--- config.mk ---
export PLATFORM = sky130hd
export DESIGN_NAME = reg_file_wb
export DESIGN_NICKNAME = d
export VERILOG_FILES = /design/src/rtl/reg_file_wb.sv
export SDC_FILE = /design/constraint.sdc
export NUM_CORES = 2
export LEC_CHECK = 0
export CORE_MARGIN = 8
export CORE_UTILIZATION = 35
export CTS_CLUSTER_DIAMETER = 50
export DETAILED_ROUTE_END_ITERATION = 8
export PLACE_DENSITY_LB_ADDON = 0.3
export SKIP_CTS_REPAIR_TIMING = 1
export SYNTH_ARGS = -nofsm -noshare
export SYNTH_HDL_FRONTEND = slang
export SYNTH_SLANG_ARGS = --single-unit
export TNS_END_PERCENT = 30
--- constraint.sdc ---
create_clock -name clk -period 7.5 [get_ports clk]
set_input_delay 0.75 -clock clk [delete_from_list [all_inputs] [get_ports clk]]
set_output_delay 0.75 -clock clk [all_outputs]
set_load 0.01 [all_outputs]
--- src/rtl/reg_file_wb.sv ---
// ---------------------------------------------------------------------------
// reg_file_wb
//
// Purpose:
//   MIPS32 general-purpose register file with an integrated write-back
//   scoreboard. It sits directly after the write-register select mux
//   (rt / rd / $31). Decode gets two combinational read ports (rs, rt) plus a
//   busy flag per port so it can stall on RAW hazards against in-flight
//   producers.
//
// Parameters:
//   DATA_W  register width in bits (default 32)
//   ADDR_W  register address width, 2**ADDR_W registers (default 5)
//
// Ports:
//   clk         in   1         rising-edge clock
//   rst_n       in   1         asynchronous active-low reset
//   rs_addr     in   ADDR_W    read port A address
//   rt_addr     in   ADDR_W    read port B address
//   rs_data     out  DATA_W    read port A data (combinational)
//   rt_data     out  DATA_W    read port B data (combinational)
//   rs_busy     out  1         rs_addr has a pending write (combinational)
//   rt_busy     out  1         rt_addr has a pending write (combinational)
//   issue_en    in   1         an instruction with a destination issues
//   issue_addr  in   ADDR_W    destination of the issuing instruction
//   wb_en       in   1         write-back strobe
//   wb_addr     in   ADDR_W    write-back destination
//   wb_data     in   DATA_W    write-back data
//   busy_cnt    out  ADDR_W+1  number of busy registers (registered)
//
// Configuration macro:
//   REG_BYPASS_EN  when defined, a write-back in the current cycle is
//                  forwarded to matching read ports and masks their busy
//                  flag (unless the same register is re-issued this cycle).
//                  When undefined, reads see the pre-write value until the
//                  next clock edge and busy comes only from the registered
//                  vector.
//
// Register $0 is hardwired to zero, ignores writes and is never busy.
// ---------------------------------------------------------------------------
module reg_file_wb #(
  parameter int DATA_W = 32,
  parameter int ADDR_W = 5
) (
  input  logic              clk,
  input  logic              rst_n,
  input  logic [ADDR_W-1:0] rs_addr,
  input  logic [ADDR_W-1:0] rt_addr,
  output logic [DATA_W-1:0] rs_data,
  output logic [DATA_W-1:0] rt_data,
  output logic              rs_busy,
  output logic              rt_busy,
  input  logic              issue_en,
  input  logic [ADDR_W-1:0] issue_addr,
  input  logic              wb_en,
  input  logic [ADDR_W-1:0] wb_addr,
  input  logic [DATA_W-1:0] wb_data,
  output logic [ADDR_W:0]   busy_cnt
);

  localparam int NREG = 1 << ADDR_W;

  logic [DATA_W-1:0] r_regs [NREG];
  logic [NREG-1:0]   r_busy;
  logic [ADDR_W:0]   r_busyCnt;

  logic              w_wbValid;
  logic              w_issueValid;
  logic [NREG-1:0]   w_busyNext;
  logic [ADDR_W:0]   w_busyCntNext;
  logic [DATA_W-1:0] w_rsReg;
  logic [DATA_W-1:0] w_rtReg;
  logic              w_rsRegBusy;
  logic              w_rtRegBusy;

  // Writes and issues to $0 are architecturally meaningless, so they are
  // filtered once here and everything downstream can ignore address 0.
  assign w_wbValid    = wb_en    && (wb_addr    != '0);
  assign w_issueValid = issue_en && (issue_addr != '0);

  // Register storage. Entry 0 is never written, so it stays at its reset
  // value of zero.
  always_ff @(posedge clk or negedge rst_n) begin
    if (!rst_n) begin
      for (int i = 0; i < NREG; i++) begin
        r_regs[i] <= '0;
      end
    end else if (w_wbValid) begin
      r_regs[wb_addr] <= wb_data;
    end
  end

  // Next busy vector: clear first, then set, so that when the same register
  // is written back and re-issued in one cycle the new producer keeps it busy.
  always_comb begin
    w_busyNext = r_busy;
    if (w_wbValid) begin
      w_busyNext[wb_addr] = 1'b0;
    end
    if (w_issueValid) begin
      w_busyNext[issue_addr] = 1'b1;
    end
    w_busyNext[0] = 1'b0;
  end

  // Popcount of the next busy vector so the registered count lines up with
  // the registered vector in the same cycle. Bit 0 is always zero, so the
  // maximum is NREG-1 and the ADDR_W+1 wide count can never wrap.
  always_comb begin
    w_busyCntNext = '0;
    for (int i = 0; i < NREG; i++) begin
      w_busyCntNext = w_busyCntNext + (ADDR_W+1)'(w_busyNext[i]);
    end
  end

  // Scoreboard state.
  always_ff @(posedge clk or negedge rst_n) begin
    if (!rst_n) begin
      r_busy    <= '0;
      r_busyCnt <= '0;
    end else begin
      r_busy    <= w_busyNext;
      r_busyCnt <= w_busyCntNext;
    end
  end

  assign busy_cnt = r_busyCnt;

  // Raw array reads; $0 is forced to zero explicitly so the read path does
  // not depend on the storage entry staying clear.
  assign w_rsReg     = (rs_addr == '0) ? '0 : r_regs[rs_addr];
  assign w_rtReg     = (rt_addr == '0) ? '0 : r_regs[rt_addr];
  assign w_rsRegBusy = r_busy[rs_addr];
  assign w_rtRegBusy = r_busy[rt_addr];

`ifdef REG_BYPASS_EN
  logic w_rsFwd;
  logic w_rtFwd;
  logic w_rsReissue;
  logic w_rtReissue;

  // A same-cycle write-back satisfies the reader directly; it only stays
  // busy if a new producer claims the same register in this cycle.
  assign w_rsFwd     = w_wbValid    && (wb_addr    == rs_addr);
  assign w_rtFwd     = w_wbValid    && (wb_addr    == rt_addr);
  assign w_rsReissue = w_issueValid && (issue_addr == rs_addr);
  assign w_rtReissue = w_issueValid && (issue_addr == rt_addr);

  assign rs_data = w_rsFwd ? wb_data : w_rsReg;
  assign rt_data = w_rtFwd ? wb_data : w_rtReg;
  assign rs_busy = w_rsRegBusy && !(w_rsFwd && !w_rsReissue);
  assign rt_busy = w_rtRegBusy && !(w_rtFwd && !w_rtReissue);
`else
  assign rs_data = w_rsReg;
  assign rt_data = w_rtReg;
  assign rs_busy = w_rsRegBusy;
  assign rt_busy = w_rtRegBusy;
`endif

endmodule
# After elaboration in Yosys (flattened, before gate mapping)

Cells that the tools add are included.

Bits in registers: 1,061
Word-level logic and storage cells: 110
Output and inout port bits: 72
Bits of input ports: 56

$lt $le $gt $ge: 10
Reduce and logical (&&, ||, !) cells: 9
$add $sub $neg: 30
Bitwise logic cells: 6
Multiplexer cells: 21

Operators with widths:

| operator                                                                            | number |
|---|---|
| 1024-bit bitwise mux                                                                | 1 |
| 32-bit binary-select mux with 5-bit select                                          | 2 |
| 32-bit two-way mux                                                                  | 9 |
| 32-bit demux with 5-bit select                                                      | 1 |
| 6-bit by 1-bit adder with 6-bit output                                              | 25 |
| 32-bit bitwise AND                                                                  | 1 |
| 32-bit NOT                                                                          | 1 |
| 32-bit OR                                                                           | 1 |
| 5-bit by 6-bit less-than comparator with 1-bit output, second input constant        | 4 |
| 6-bit greater-or-equal comparator, second input constant                            | 3 |
| 5-bit NOT with 6-bit output                                                         | 3 |
| 1-bit binary-select mux with 5-bit select                                           | 2 |
| 1-bit demux with 5-bit select                                                       | 2 |
| 5-bit by 1-bit greater-or-equal comparator with 1-bit output, second input constant | 2 |
| 5-bit zero test                                                                     | 2 |
| 5-bit nonzero test                                                                  | 2 |
| 5-bit by 1-bit adder with 6-bit output                                              | 1 |
| 6-bit by 1-bit less-than comparator with 1-bit output, second input constant        | 1 |
| 4-bit by 1-bit adder with 5-bit output                                              | 1 |
| 1-bit logical AND                                                                   | 5 |
| 3-bit by 1-bit adder with 4-bit output                                              | 1 |
| 1-bit two-way mux                                                                   | 4 |
| 2-bit by 1-bit adder with 3-bit output                                              | 1 |
| 1-bit by 1-bit adder with 2-bit output                                              | 1 |

# Longest topological paths before layout

Depth after elaboration: 39
Gate-level depth with buffers: 23

# Least setup slack after synthesis

OpenSTA, ideal clock, no wires.

Path type: in2reg
From: input wb_addr[0]
To: register r_busyCnt[4], in the netlist busy_cnt[4]
Library setup time: 0.080 ns
Stages on the path: 22
Slack: 1.242 ns
Data arrival time: 6.178 ns
Cell sequence: buf_2 -> nand2b_1 -> nor2_1 -> clkbuf_1 -> o21ai_0 -> fa_1 -> inv_1 -> fa_1 -> fa_1 -> inv_1 -> fa_1 -> inv_1 -> fa_1 -> fa_1 -> inv_1 -> fa_1 -> inv_1 -> fa_1 -> inv_1 -> a21o_1 -> a21oi_1 -> xnor2_1

Elaborated cells between the ends (all ways): 42
Those cells by class: 30 x add/sub; 2 x order compare; 4 x mux; 3 x bitwise; 3 x reduce/logical

RTL lines:

| element                                                                                                                                                     | line | RTL |
|---|---|---|
| start, declared                                                                                                                                             | 56   | `input logic [ADDR_W-1:0] wb_addr,` |
| 5-bit by 6-bit less-than comparator with 1-bit output (not written as such) or 5-bit by 1-bit greater-or-equal comparator with 1-bit output (tied branches) | 98   | `w_busyNext[wb_addr] = 1'b0;` |
| 1-bit logical AND (not written as such)                                                                                                                     | 98   |  |
| 1-bit two-way mux (not written as such)                                                                                                                     | 98   |  |
| 1-bit demux with 5-bit select                                                                                                                               | 98   |  |
| 32-bit NOT (no line)                                                                                                                                        | -    |  |
| 32-bit bitwise AND (no line)                                                                                                                                | -    |  |
| 32-bit two-way mux *                                                                                                                                        | 97   | `if (w_wbValid) begin` |
| 32-bit OR (no line)                                                                                                                                         | -    |  |
| 32-bit two-way mux *                                                                                                                                        | 100  | `if (w_issueValid) begin` |
| named net w_busyNext[22]                                                                                                                                    | 69   | `logic [NREG-1:0] w_busyNext;` |
| 6-bit by 1-bit adder with 6-bit output * (10 in series)                                                                                                     | 112  | `w_busyCntNext = w_busyCntNext + (ADDR_W+1)'(w_busyNext[i]);` |
| named net w_busyCntNext[4]                                                                                                                                  | 70   | `logic [ADDR_W:0] w_busyCntNext;` |
| end signal, assigned                                                                                                                                        | 123  | `r_busyCnt <= w_busyCntNext;` |
| end, declared                                                                                                                                               | 65   | `logic [ADDR_W:0] r_busyCnt;` |

Mark *: on every way through the listed nets, which the timed path passes. The rest lies on a longest branch.
A chain may end at the register's enable or synchronous reset.

# Worst setup path in the final report

From: input wb_addr[3]
To: register r_busyCnt[4], in the netlist busy_cnt[4]

Elaborated cells between the ends (all ways): 42
Those cells by class: 30 x add/sub; 2 x order compare; 4 x mux; 3 x bitwise; 3 x reduce/logical

RTL lines:

| element                                                                                                                                                     | line |
|---|---|
| 5-bit by 6-bit less-than comparator with 1-bit output (not written as such) or 5-bit by 1-bit greater-or-equal comparator with 1-bit output (tied branches) | 98 |
| 1-bit logical AND (not written as such)                                                                                                                     | 98 |
| 1-bit two-way mux (not written as such)                                                                                                                     | 98 |
| 1-bit demux with 5-bit select                                                                                                                               | 98 |
| 32-bit NOT (no line)                                                                                                                                        | - |
| 32-bit bitwise AND (no line)                                                                                                                                | - |
| 32-bit two-way mux *                                                                                                                                        | 97 |
| 32-bit OR (no line)                                                                                                                                         | - |
| 32-bit two-way mux *                                                                                                                                        | 100 |
| named net w_busyNext[20]                                                                                                                                    | 69 |
| 6-bit by 1-bit adder with 6-bit output * (12 in series)                                                                                                     | 112 |
| named net w_busyCntNext[4]                                                                                                                                  | 70 |

Marks and branches as above.

==> metrics <==
routed vias/inst 6.01; synthesized instance count 3747; RSZ-0062 raised after global routing false; clk root buf clkbuf_16; nets 3744; max-slew violation count 0; Placed Cells 5710; Slew @ Worst Pin 1220 ps; Core Area 0.162 mm^2; adder-cell share of the synthesized area 0.962%; switching power 5.78 mW; worst skew pair latency 750 ps; # port buffers 127; CTS max path bufs 3; DRC 0; Netlist Area Pre-Place 0.0570 mm^2; post-synthesis mux area share 43.2%; Clock power frac 31.9%; sequential power share 40.1%; Worst setup EP type flip-flop; routed len/inst 31.1 um; hold_ws 52.8 ps; Initial Util 35.1%; CP Launch Type input pin; Ports 128; final hold viol count 0; Synth Area in Compound Gates 4.09%; Slew HR 18.6%; initial antenna violation count 15; total congestion overflow 0; critical path data required time 8170 ps; Hold Crit Class input pin to asynchronous set/reset pin; Final Critical Period 6190 ps; CTS tree done; Syn Nets 3833; Vias 35718; fraction of layout cells with a size suffix above 1 50.8%; CTS sink cnt 1061; leading area contributor after synthesis dfrtp_1; post-synthesis xor/xnor area fraction 0.0461%; ANT nets after route 0; GR Util All Layers 20.9%; Logic pwr share 28.0%; Synth cell types 52; P_int 13.5 mW; Reg clk slew, reported paths 60 ps; largest family of logic cells by synthesized area multiplexers; synth warn 0; Num CTS Buffers 121; final period utilization 82.5%; Achievable Freq 0.162 GHz; total leakage power 27.2 nW; WP data arrival 6850 ps; DIE HEIGHT 419 um; Iter 0 DRT Violations 3204; Cell Pwr Density 300 mW/mm^2; worst setup path category input pin to flip-flop; vias in the first global route 37842; synthesis-to-finish area growth 12.8%; Worst IR Drop VDD 0.674 mV; FP Rows 148; global-route wire length before repair 273 mm; Yosys top cell area share 46.6%; #FFs+latches synth 1061; clock skew after layout 7.56 ps; top cells by area, synth dfrtp_1 47%, mux2_2 21%, mux4_2 20%; worst-path fanout max 8; largest net degree at the start of global routing 168; Seq/Total Area, Yosys 46.6%; Final HPWL DP 102 mm; Setup Viol. Count Final 0; Die Wd 419 um; fin cells 5940; die area 0.176 mm^2; status complete, no violations; final setup TNS 0 ps; Routed WL 185 mm; TritonRoute pass-1 iters 7; Synth Area in Simple Gates 1.51%; max-cap violations 0; GPL Wtd Cong 0.797; H-Tree Depth 3; switching share of power 30.0%; Syn Area/Cell 15.2 um^2
## power by group through the flow
| stage | registers (mW) | logic (mW) | clock network (mW) |
|---|---|---|---|
| floorplan | 7.47 | 4.14 | 0 |
| global placement | 7.77 | 5.31 | 0 |
| detailed placement | 7.80 | 5.44 | 0 |
| CTS | 7.70 | 5.48 | 6.28 |
| global route | 7.87 | 5.95 | 6.51 |
| finish | 7.73 | 5.41 | 6.16 |
## synthesized netlist by cell type (all sizes together)
master,instances
o31ai,1
mux4,497
or3,2
mux2,1078
a221o,6
nand4,1
dfrtp,1061
a311oi,32
ha,7
nand3b,1
buf,176
nor2b,9
nor3b,2
o221ai,1
nand3,5
mux2i,130
clkinv,3
a32oi,1
fa,23
nor2,25
o22ai,9
a221oi,85
nand2,72
o21ai,76
o21a,2
clkbuf,250
or4,1
a22o,19
nand4b,1
a22oi,42
xnor2,3
and3b,1
and3,2
a21oi,4
a21o,2
nand2b,7
nor3,7
a32o,1
or2,3
and2,36
nor4,1
a211oi,32
inv,30
## state kept, by name, indices dropped and copies added (netlist names)
name,count
busy_cnt,6
r_regs,1024
r_busy,31
## cell type report
type	count	area, um^2
inverter	33	134
sequential	1061	26600
timing repair buffer	214	2060
multi-input combinational	2227	28700
clock inverter	55	674
fill	15009	97900
antenna	6	15.0
tap	2175	2720
clock buffer	169	3460
## worst paths after layout
path | depth (start not counted) | startpoint | slack [ps] | end
max | 23 | wb_addr[3] | 1310 | busy_cnt[4]$_DFF_PN0_
min | 1 | rst_n | 50 | r_regs[670]$_DFFE_PN0P_
min reg2reg | 0 | r_regs[1006]$_DFFE_PN0P_ | 390 | r_regs[1006]$_DFFE_PN0P_
max in group asynchronous | 3 | rst_n | 5470 | r_regs[583]$_DFFE_PN0P_
max reg2reg | 19 | r_busy[22]$_DFF_PN0_ | 2200 | busy_cnt[4]$_DFF_PN0_
min in group clk | 0 | r_regs[1006]$_DFFE_PN0P_ | 390 | r_regs[1006]$_DFFE_PN0P_
## metrics by stage
step	power (mW)	area (um^2)	worst slack (ps)	util (%)
6_report	19.3	64300	1310	39.6
5_1_grt	20.3	64300	1030	39.6
4_1_cts	19.5	64300	1350	39.6
3_5_place_dp	13.2	60100	556	37.1
3_3_place_gp	13.1	60100	602	37.1
2_1_floorplan	11.6	57000	1240	-
## cell usage in the layout, fill, tap and decap left out, types with 5 or more instances in the layout
| cell type | count |
|---|---|
| a211oi_1 | 32 |
| a221o_1 | 6 |
| a221oi_1 | 85 |
| a22o_1 | 19 |
| a22oi_1 | 42 |
| a311oi_1 | 32 |
| and2_1 | 35 |
| buf_12 | 10 |
| buf_4 | 78 |
| bufinv_16 | 11 |
| clkbuf_1 | 25 |
| clkbuf_16 | 123 |
| clkbuf_8 | 22 |
| clkdlybuf4s50_1 | 117 |
| clkinv_2 | 15 |
| clkinv_4 | 6 |
| clkinvlp_4 | 12 |
| dfrtp_1 | 1061 |
| diode_2 | 6 |
| fa_1 | 23 |
| ha_1 | 7 |
| inv_1 | 29 |
| inv_6 | 9 |
| mux2_1 | 7 |
| mux2_2 | 1071 |
| mux2i_1 | 130 |
| mux4_2 | 497 |
| nand2_1 | 58 |
| nand2_4 | 12 |
| nand2b_1 | 6 |
| nand3_1 | 5 |
| nor2_1 | 10 |
| nor2_4 | 15 |
| nor2b_1 | 7 |
| o21ai_0 | 74 |
| o22ai_1 | 9 |
## worst max-delay path: stages
cell	delay, ps
clkdlybuf4s50_1	560
nand4b_1	250
buf_4	190
or3_2	450
nand2_1	90
o31ai_1	100
fa_1	500
inv_1	60
fa_1	480
fa_1	500
inv_1	60
fa_1	530
inv_1	50
fa_1	450
fa_1	510
inv_1	50
fa_1	410
inv_1	100
fa_1	210
inv_1	50
a21o_1	170
a21oi_1	180
xnor2_1	140
## cell families (layout without fill, tap and decap cells)
| family | Yosys count | count (layout) |
|---|---|---|
| buf+inv | 459 | 471 |
| compound gates | 313 | 313 |
| simple gates | 176 | 176 |
| xor+xnor | 3 | 3 |
| other cells | 0 | 6 |
| flops | 1061 | 1061 |
| mux | 1705 | 1705 |
| fa+ha+maj | 30 | 30 |
## per-layer routing
| layer | global-route usage (%) | up-vias | wire [um] | part of all wire, % |
|---|---|---|---|---|
| li1 | - | 14405 | - | - |
| met1 | 29.4 | 19742 | 80900 | 44 |
| met2 | 32.4 | 1225 | 85200 | 46 |
| met3 | 3.36 | 342 | 11000 | 6.0 |
| met4 | 8.12 | 4 | 7680 | 4.2 |
| met5 | 0 | - | 27 | 0.015 |
(Power assumes the default switching activity.)
